File: src/rtl/trap_ctrl_pkg.sv
// Shared trap sequencer definitions: CSR addresses, cause codes, FSM states.
// Latency: n/a (declarations only).
// Backpressure: n/a.
package trap_ctrl_pkg;

    localparam logic [11:0] CSR_MSTATUS = 12'h300;
    localparam logic [11:0] CSR_MTVEC   = 12'h305;
    localparam logic [11:0] CSR_MEPC    = 12'h341;
    localparam logic [11:0] CSR_MCAUSE  = 12'h342;
    localparam logic [11:0] CSR_MTVAL   = 12'h343;

    localparam logic [31:0] TRAP_CAUSE_ILLEGAL  = 32'd2;
    localparam logic [31:0] TRAP_CAUSE_BREAK    = 32'd3;
    localparam logic [31:0] TRAP_CAUSE_ECALL    = 32'd11;
    localparam logic [31:0] TRAP_CAUSE_IRQ_SOFT = 32'h8000_0003;
    localparam logic [31:0] TRAP_CAUSE_IRQ_TMR  = 32'h8000_0007;
    localparam logic [31:0] TRAP_CAUSE_IRQ_EXT  = 32'h8000_000B;

    typedef enum logic [2:0] {
        ST_IDLE,
        ST_W_MEPC,
        ST_W_MCAUSE,
        ST_W_MTVAL,
        ST_W_MSTATUS,
        ST_JUMP,
        ST_R_MSTATUS,
        ST_RJUMP
    } trap_state_e;

endpackage

File: src/rtl/trap_ctrl_prio.sv
// Trap arbitration: picks mret, exception or interrupt and derives cause/epc/tval.
// Latency: purely combinational.
// Backpressure: none; the caller gates hx_valid_i to the accept point.
module trap_ctrl_prio
    import trap_ctrl_pkg::*;
#(
    parameter int PC_W = 32
) (
    input  logic            hx_valid_i,
    input  logic            mret_i,
    input  logic            illegal_i,
    input  logic            ebreak_i,
    input  logic            ecall_i,
    input  logic            ext_irq_i,
    input  logic            tmr_irq_i,
    input  logic            soft_irq_i,
    input  logic            mie_i,
    input  logic [PC_W-1:0] inst_pc_i,
    input  logic [PC_W-1:0] next_pc_i,
    input  logic [31:0]     inst_i,
    output logic            take_trap_o,
    output logic            take_mret_o,
    output logic [31:0]     cause_o,
    output logic [PC_W-1:0] epc_o,
    output logic [PC_W-1:0] tval_o
);

    // Fixed priority: mret, then exceptions, then interrupts gated by MIE.
    always_comb begin
        take_trap_o = 1'b0;
        take_mret_o = 1'b0;
        cause_o     = '0;
        epc_o       = '0;
        tval_o      = '0;
        if (hx_valid_i) begin
            if (mret_i) begin
                take_mret_o = 1'b1;
            end else if (illegal_i) begin
                take_trap_o = 1'b1;
                cause_o     = TRAP_CAUSE_ILLEGAL;
                epc_o       = inst_pc_i;
                tval_o      = PC_W'(inst_i);
            end else if (ebreak_i) begin
                take_trap_o = 1'b1;
                cause_o     = TRAP_CAUSE_BREAK;
                epc_o       = inst_pc_i;
                tval_o      = inst_pc_i;
            end else if (ecall_i) begin
                take_trap_o = 1'b1;
                cause_o     = TRAP_CAUSE_ECALL;
                epc_o       = inst_pc_i;
            end else if (mie_i && (ext_irq_i || soft_irq_i || tmr_irq_i)) begin
                // Interrupts resume at the instruction that has not yet executed.
                take_trap_o = 1'b1;
                epc_o       = next_pc_i;
                if (ext_irq_i)       cause_o = TRAP_CAUSE_IRQ_EXT;
                else if (soft_irq_i) cause_o = TRAP_CAUSE_IRQ_SOFT;
                else                 cause_o = TRAP_CAUSE_IRQ_TMR;
            end
        end
    end

endmodule

File: src/rtl/trap_ctrl.sv
// Trap sequencer: writes mepc/mcause/mtval/mstatus then redirects to mtvec, or handles mret.
// Latency: redirect 5 cycles after accept for a trap, 2 for mret; TRAP_VECTORED_EN enables vectored interrupts.
// Backpressure: holds trap_stall_o from accept until the redirect cycle; requests while busy are ignored.
module trap_ctrl
    import trap_ctrl_pkg::*;
#(
    parameter int PC_W = 32
) (
    input  logic            clk,
    input  logic            rst_n,
    input  logic            hx_valid_i,
    input  logic [PC_W-1:0] inst_pc_i,
    input  logic [PC_W-1:0] next_pc_i,
    input  logic [31:0]     inst_i,
    input  logic            ecall_i,
    input  logic            ebreak_i,
    input  logic            illegal_i,
    input  logic            mret_i,
    input  logic            ex_trap_valid_i,
    input  logic            tcmp_trap_valid_i,
    input  logic            soft_trap_valid_i,
    input  logic            mstatus_mie_i,
    output logic            trap_csr_we_o,
    output logic [11:0]     trap_csr_addr_o,
    output logic [PC_W-1:0] trap_csr_wdata_o,
    input  logic [PC_W-1:0] trap_csr_rdata_i,
    output logic            trap_stall_o,
    output logic            trap_jump_o,
    output logic [PC_W-1:0] trap_jump_pc_o
);

    localparam logic [PC_W-1:0] ALIGN_MASK = ~PC_W'(3);

    trap_state_e     state_q, state_d;
    logic [31:0]     cause_q;
    logic [PC_W-1:0] epc_q, tval_q;

    logic            take_trap, take_mret;
    logic [31:0]     prio_cause;
    logic [PC_W-1:0] prio_epc, prio_tval;
    logic [PC_W-1:0] vec_base;

    trap_ctrl_prio #(.PC_W(PC_W)) u_prio (
        .hx_valid_i  (hx_valid_i && (state_q == ST_IDLE)),
        .mret_i      (mret_i),
        .illegal_i   (illegal_i),
        .ebreak_i    (ebreak_i),
        .ecall_i     (ecall_i),
        .ext_irq_i   (ex_trap_valid_i),
        .tmr_irq_i   (tcmp_trap_valid_i),
        .soft_irq_i  (soft_trap_valid_i),
        .mie_i       (mstatus_mie_i),
        .inst_pc_i   (inst_pc_i),
        .next_pc_i   (next_pc_i),
        .inst_i      (inst_i),
        .take_trap_o (take_trap),
        .take_mret_o (take_mret),
        .cause_o     (prio_cause),
        .epc_o       (prio_epc),
        .tval_o      (prio_tval)
    );

    assign vec_base     = trap_csr_rdata_i & ALIGN_MASK;
    assign trap_stall_o = take_trap || take_mret || (state_q != ST_IDLE);

    // State register and trap context captured at the accept point.
    always_ff @(posedge clk or negedge rst_n) begin
        if (!rst_n) begin
            state_q <= ST_IDLE;
            cause_q <= '0;
            epc_q   <= '0;
            tval_q  <= '0;
        end else begin
            state_q <= state_d;
            if (take_trap) begin
                cause_q <= prio_cause;
                epc_q   <= prio_epc;
                tval_q  <= prio_tval;
            end
        end
    end

    // Next state and CSR channel drive, one CSR access per state.
    always_comb begin
        state_d          = state_q;
        trap_csr_we_o    = 1'b0;
        trap_csr_addr_o  = '0;
        trap_csr_wdata_o = '0;
        trap_jump_o      = 1'b0;
        trap_jump_pc_o   = '0;
        case (state_q)
            ST_IDLE: begin
                if (take_trap)      state_d = ST_W_MEPC;
                else if (take_mret) state_d = ST_R_MSTATUS;
            end
            ST_W_MEPC: begin
                trap_csr_we_o    = 1'b1;
                trap_csr_addr_o  = CSR_MEPC;
                trap_csr_wdata_o = epc_q;
                state_d          = ST_W_MCAUSE;
            end
            ST_W_MCAUSE: begin
                trap_csr_we_o    = 1'b1;
                trap_csr_addr_o  = CSR_MCAUSE;
                trap_csr_wdata_o = PC_W'(cause_q);
                state_d          = ST_W_MTVAL;
            end
            ST_W_MTVAL: begin
                trap_csr_we_o    = 1'b1;
                trap_csr_addr_o  = CSR_MTVAL;
                trap_csr_wdata_o = tval_q;
                state_d          = ST_W_MSTATUS;
            end
            ST_W_MSTATUS: begin
                // MPIE <= MIE, MIE <= 0.
                trap_csr_we_o       = 1'b1;
                trap_csr_addr_o     = CSR_MSTATUS;
                trap_csr_wdata_o[7] = trap_csr_rdata_i[3];
                state_d             = ST_JUMP;
            end
            ST_JUMP: begin
                trap_csr_addr_o = CSR_MTVEC;
                trap_jump_o     = 1'b1;
                trap_jump_pc_o  = vec_base;
`ifdef TRAP_VECTORED_EN
                if (trap_csr_rdata_i[1:0] == 2'b01 && cause_q[31])
                    trap_jump_pc_o = vec_base + PC_W'({cause_q[30:0], 2'b00});
`endif
                state_d = ST_IDLE;
            end
            ST_R_MSTATUS: begin
                // MIE <= MPIE, MPIE <= 1.
                trap_csr_we_o       = 1'b1;
                trap_csr_addr_o     = CSR_MSTATUS;
                trap_csr_wdata_o[3] = trap_csr_rdata_i[7];
                trap_csr_wdata_o[7] = 1'b1;
                state_d             = ST_RJUMP;
            end
            ST_RJUMP: begin
                trap_csr_addr_o = CSR_MEPC;
                trap_jump_o     = 1'b1;
                trap_jump_pc_o  = vec_base;
                state_d         = ST_IDLE;
            end
            default: state_d = ST_IDLE;
        endcase
    end

endmodule

File: config.mk
export PLATFORM = sky130hd
export DESIGN_NAME = trap_ctrl
export DESIGN_NICKNAME = d
export VERILOG_FILES = /design/src/rtl/trap_ctrl_pkg.sv /design/src/rtl/trap_ctrl_prio.sv /design/src/rtl/trap_ctrl.sv
export SDC_FILE = /design/constraint.sdc
export NUM_CORES = 1
export LEC_CHECK = 0
export ABC_CLOCK_PERIOD_IN_PS = 2200
export BUFFER_PORTS_ARGS = -buffer_cell sky130_fd_sc_hd__buf_2
export CORE_AREA = 2 2 125 97
export DETAILED_ROUTE_END_ITERATION = 10
export DIE_AREA = 0 0 127 99
export GPL_ROUTABILITY_DRIVEN = 0
export PLACE_DENSITY = 0.69
export SLEW_MARGIN = 10
export SYNTH_ARGS = -nofsm -noshare
export SYNTH_HDL_FRONTEND = slang
export SYNTH_SLANG_ARGS = --single-unit
File: constraint.sdc
create_clock -name clk -period 2.2 [get_ports clk]
set_input_delay 0 -clock clk [delete_from_list [all_inputs] [get_ports clk]]
set_output_delay 0 -clock clk [all_outputs]
set_load 0.01 [all_outputs]
# Word level (Yosys, flattened, before mapping)
# Cells that the tools add are included.
dict set report totals {
  reg_bits 99
  latch_bits 0
  ramBits 0
  romBits 0
  word_cells 62
  memories 0
}
dict set report op_classes {
  add_sub_neg 0
  mul 0
  div_mod_pow 0
  order_cmp 0
  eq_ne 8
  shift 0
  muxes 38
  bitwise 0
  n_reduce_logical 12
}
# operator count
set op_table {}
lappend op_table {{$mux W32} 18}
lappend op_table {{$pmux W24 S3} 1}
lappend op_table {{$pmux W10 S5} 1}
lappend op_table {{$pmux W3 S7} 1}
lappend op_table {{$pmux W3 S3} 2}
lappend op_table {{$eq A3 B3 Y1 const B} 4}
lappend op_table {{$mux W1} 10}
lappend op_table {{$mux W3} 3}
lappend op_table {{$eq A3 B2 Y1 const B} 2}
lappend op_table {{$reduce_or A2 Y1} 3}
lappend op_table {{$pmux W1 S5} 1}
lappend op_table {{$reduce_or A5 Y1} 1}
lappend op_table {{$logic_or A1 B1 Y1} 4}
lappend op_table {{$pmux W1 S4} 1}
lappend op_table {{$eq A3 B1 Y1 const B} 1}
lappend op_table {{$logic_not A3 Y1} 1}
lappend op_table {{$ne A3 B3 Y1 const B} 1}
lappend op_table {{$reduce_bool A3 Y1} 1}
lappend op_table {{$logic_and A1 B1 Y1} 2}

# Longest topological paths before layout
dict set report depth {
  ltp_word 11
  depth_mapped 6
  mapped_depth_nobuf 3
}

# By module
# Synthesis repeated with hierarchy kept, for this count alone.
dict set report hier_totals {
  cells_unflattened 544
  area_unflattened_um2 6133.4
}
# module n_inst cells_each area_each_um2 seq_area_each_um2
set modules_own_cells {}
lappend modules_own_cells {trap_ctrl 1 388 5048.6 2477.4}
lappend modules_own_cells {trap_ctrl_prio 1 156 1084.8 0.0}

# Least setup slack after synthesis
# OpenSTA, ideal clock, no wires.
dict set report synth_path {
  path_type {register -> register}
  startpoint {reg state_q[0]}
  endpoint {reg cause_q[3]}
  setup_ns 0.125
  arrival_ns 1.505
  t_required_ns 2.075
  path_slack_ns 0.570
  stages_incl_launch_ff 7
  path_buffers 3
  synth_period_minus_slack_ns 1.630
  cell_sequence {dfrtp_1 > buf_2 > nor3_2 > o211a_1 > buf_6 > buf_12 > mux2_4}
}
dict set report synth_via {
  elab_chain_len 3
  elab_cells_between_ends 4
}
# element line_no
set synth_lines {}
lappend synth_lines {{from (decl)} trap_ctrl.sv:34} ;# trap_state_e state_q, state_d;
lappend synth_lines {{from (signal assigned)} trap_ctrl.sv:74} ;# state_q <= state_d;
lappend synth_lines {{$logic_not A3 Y1 *} trap_ctrl.sv:44} ;# .hx_valid_i (hx_valid_i && (state_q == ST_IDLE)),
lappend synth_lines {{$logic_and A1 B1 Y1 *} trap_ctrl.sv:44}
lappend synth_lines {{$mux W32 / $mux W1 (equally long branches)} trap_ctrl_prio.sv:35} ;# if (hx_valid_i) begin
lappend synth_lines {{to (signal assigned)} trap_ctrl.sv:76} ;# cause_q <= prio_cause;
lappend synth_lines {{to (decl)} trap_ctrl.sv:35} ;# logic [31:0] cause_q;
# Every way passes the cells marked *; elsewhere a longest branch is shown, timed or not.
# A chain may end at the register's enable or synchronous reset.

# Worst setup path after layout
dict set report layout_path {
  startpoint {reg state_q[0]}
  endpoint {out trap_csr_wdata_o[18]}
}
dict set report layout_via {
  elab_chain_len 2
  elab_cells_between_ends 4
}
# element line_no
set layout_lines {}
lappend layout_lines {{$eq A3 B2 Y1 / $eq A3 B1 Y1 (equally long branches)} trap_ctrl.sv:91} ;# case (state_q)
lappend layout_lines {{$pmux W24 S3 *} trap_ctrl.sv:91}
lappend layout_lines {{to (decl)} trap_ctrl.sv:25} ;# output logic [PC_W-1:0] trap_csr_wdata_o,
# Marks and branches as above.

==> metrics.cfg <==
[power]
power_uw = 7060
max-vdd-ir-drop_v = 0.000518
p_leak_uw = 0.00318
power_per_cell_area_nw_per_um2 = 1160

[logic_synthesis]
ys_seq_elements = 72
post-synth-top-count-cell = dfrtp_1
synth-edff-count = 0
synth_top_area_cell = dfrtp_1
postSynth.topFlopCell = dfrtp_1
ys_async_sr_fraction = 1.00
syn_area_um2 = 4310
synth_top_area_share = 0.418
synthesis.instances = 374
synthesis.yosys.warnings = 0
sequential_area_share_after_synthesis = 0.418
ys_top_cells_by_area = dfrtp_1 (42%), a22o_1 (12%), mux2_4 (10%)
ys_types = 39
ys_top_cells_by_count = dfrtp_1 (72), a22o_1 (59), a221o_1 (32)
synthesis.area_per_instance_um2 = 11.5

[sta]
finClkSkew_ns = 0.00726
min_period_ns = 1.98
final_critical_path_setup_slack_ns = 0.218
totalNegativeSetupSlack_ns = 0
grt_setup_unrepaired = false
setup_viol = 0
worst-slew-pin-transition_ns = 0.937
maxSlewHeadroom = 0.375
slew_viol_final = 0
max_freq_mhz = 505
hold_viol_final = 0
period_share = 0.901

[clock_tree]
cts.reportedPaths.clkPinSlew_ns = 0.06
cts-buffers-inserted = 9
numClockSinks = 72
max_h_tree_level = 3
cts_max_path_buffers = 2
clk_root_buffer_cell = clkbuf_16
worst_skew_pair.late_latency_ns = 0.33
cts.repair_timing.setup_buffer_count = 0
tritoncts = yes

[worst_setup_path]
critical_path.n_buffers_inverters = 2
crit_family = simple AND/OR/NAND/NOR gates
start_kind = register
cpMaxStageDelayCell = dfrtp_2
crit_chain = nor2b_1, and2_2, buf_12, a22o_1, buf_2
worst_setup_path_end_kind = primary output
setup.worst_path.class = reg -> out
reg2reg_setup_slack_ns = 0.44
cp.required_ns = 2.20
worstPathMaxFanout = 23
worstPathArrival_ns = 1.98
crit_path_max_incr_delay_ns = 0.49

[route]
avgViaCountPerCell = 5.68
drc = 0
avgRoutedWirePerCell_um = 19.2
ant_nets = 0
initialDrtViolationCount = 282
vias = 4228
detail_route.wirelength_um = 14300
drt_first_pass_iters = 6

[placement]
preCtsSetupSlack_ns = 0.397
placement.io_buffers = 207
dp_hpwl_um = 9510

[layout]
antenna_cells_inserted = 0
fin_nets = 734
multi_input_combinational_cell_area_um2 = 2240
storage_element_area_um2 = 1800
syn_to_final_growth_pct = 41.6
nFillCells = 1012
post_route_cells_drive_above_1_share = 0.482

[die]
design.portCount = 218
starting_density_of_the_core = 0.381
fp.dieArea_um2 = 12600
fp.coreArea_um2 = 11300
die_h_um = 99
floorplan.rows = 34
die_width_um = 127

[outcome]
result_of_the_run = completed

[min_path]
hold_path_class = in -> reg

[global_route]
track_usage = 0.224
first_global_vias = 4271
grt_start_max_net_pins = 73
grt_pass1_wl_um = 22400
grt_antenna_before_repair = 0
grt_overflow_total = 0

[flow_run]
max_cap_viol_count = 0

sequential cells by signal, summed over array words and instances (netlist names):
| name | cells |
|---|---|
| epc_q | 32 |
| tval_q | 32 |
| cause_q | 5 |
| state_q | 3 |
logic make-up after synthesis:
group                  Yosys count  synth area share
other                            1          0.000870
DFF                             72             0.418
AOI/OAI and AO/OA              115             0.234
and+or+nand+nor                 91             0.148
muxes                           38             0.125
buffers and inverters           57            0.0749
power breakdown:
part           internal, µW  total, µW  switching (µW)
sequential             1930       2310             387
combinational          1660       3180            1520
clock                  1020       1560             537
per-layer routing:
metal,vias up,GRT usage,routed length [µm]
met2,214,0.360,6590
li1,1915,-,-
met3,21,0.0603,1130
met5,-,0,0
met4,0,0.0744,252
met1,2078,0.295,6360
layout make-up:
cell class / count / share of cell area
clock inverter: 3 / 0.0107
tap: 144 / 0.0295
inverter: 2 / 0.00123
clock buffer: 13 / 0.0410
multi-input combinational: 252 / 0.367
sequential: 72 / 0.295
timing repair buffer: 258 / 0.255
worst register-to-register path, delay by kind of cell, from the launching register on:
kind | cells | cell delay [ns]
muxes | 1 | 0.33
buffers and inverters | 1 | 0.25
AOI/OAI and AO/OA | 1 | 0.28
DFF | 1 | 0.49
and+or+nand+nor | 1 | 0.27
cells in the final DEF (no fill, tap or decap), types with 2 or more instances in the layout:
cell type        n
and2_1           3
and4_2           5
bufinv_16        2
dlygate4sd3_1   33
dfrtp_1         71
clkbuf_16        9
conb_1           8
mux2_2           7
buf_2          206
a22oi_1          5
nor2_1           9
a31oi_1          2
or3_1            2
a221o_1         32
and4_1          28
a22o_1          59
inv_1            2
buf_4           14
and3_1          30
a21oi_1          5
buf_12           4
nor2b_2          2
o21ai_0          4
nor2b_1          3
clkbuf_1         3
mux2_4          30
nand2_1          3
path summary, 6_finish.rpt:
check | startpoint | to | cells after the start
setup reg to reg | state_q[0] | tval_q[28] | 4
hold / removal | soft_trap_valid_i | cause_q[2] | 3
max in group asynchronous | rst_n | state_q[0] | 2
setup / recovery | state_q[0] | trap_csr_wdata_o[18] | 5
min in group asynchronous | rst_n | tval_q[28] | 2
hold reg to reg | cause_q[1] | cause_q[1] | 1
through the flow:
stage | hold WS (ns) | instances | area, µm² | utilization
floorplan | -0.296 | 381 | 4340 | -
global placement | 0.195 | 695 | 5450 | 0.482
detailed placement | 0.202 | 695 | 5450 | 0.482
CTS | 0.0214 | 744 | 6100 | 0.539
global route | 0.0229 | 744 | 6100 | 0.539
finish | 0.0309 | 744 | 6100 | 0.539
what timing repair did:
action	4_1_cts	5_1_grt
gates resized for setup	0	3
hold endpoints to repair	104	0
endpoints found under the setup margin	0	24
hold buffers	33	0
No activity file was read; power rests on OpenSTA's default activity.
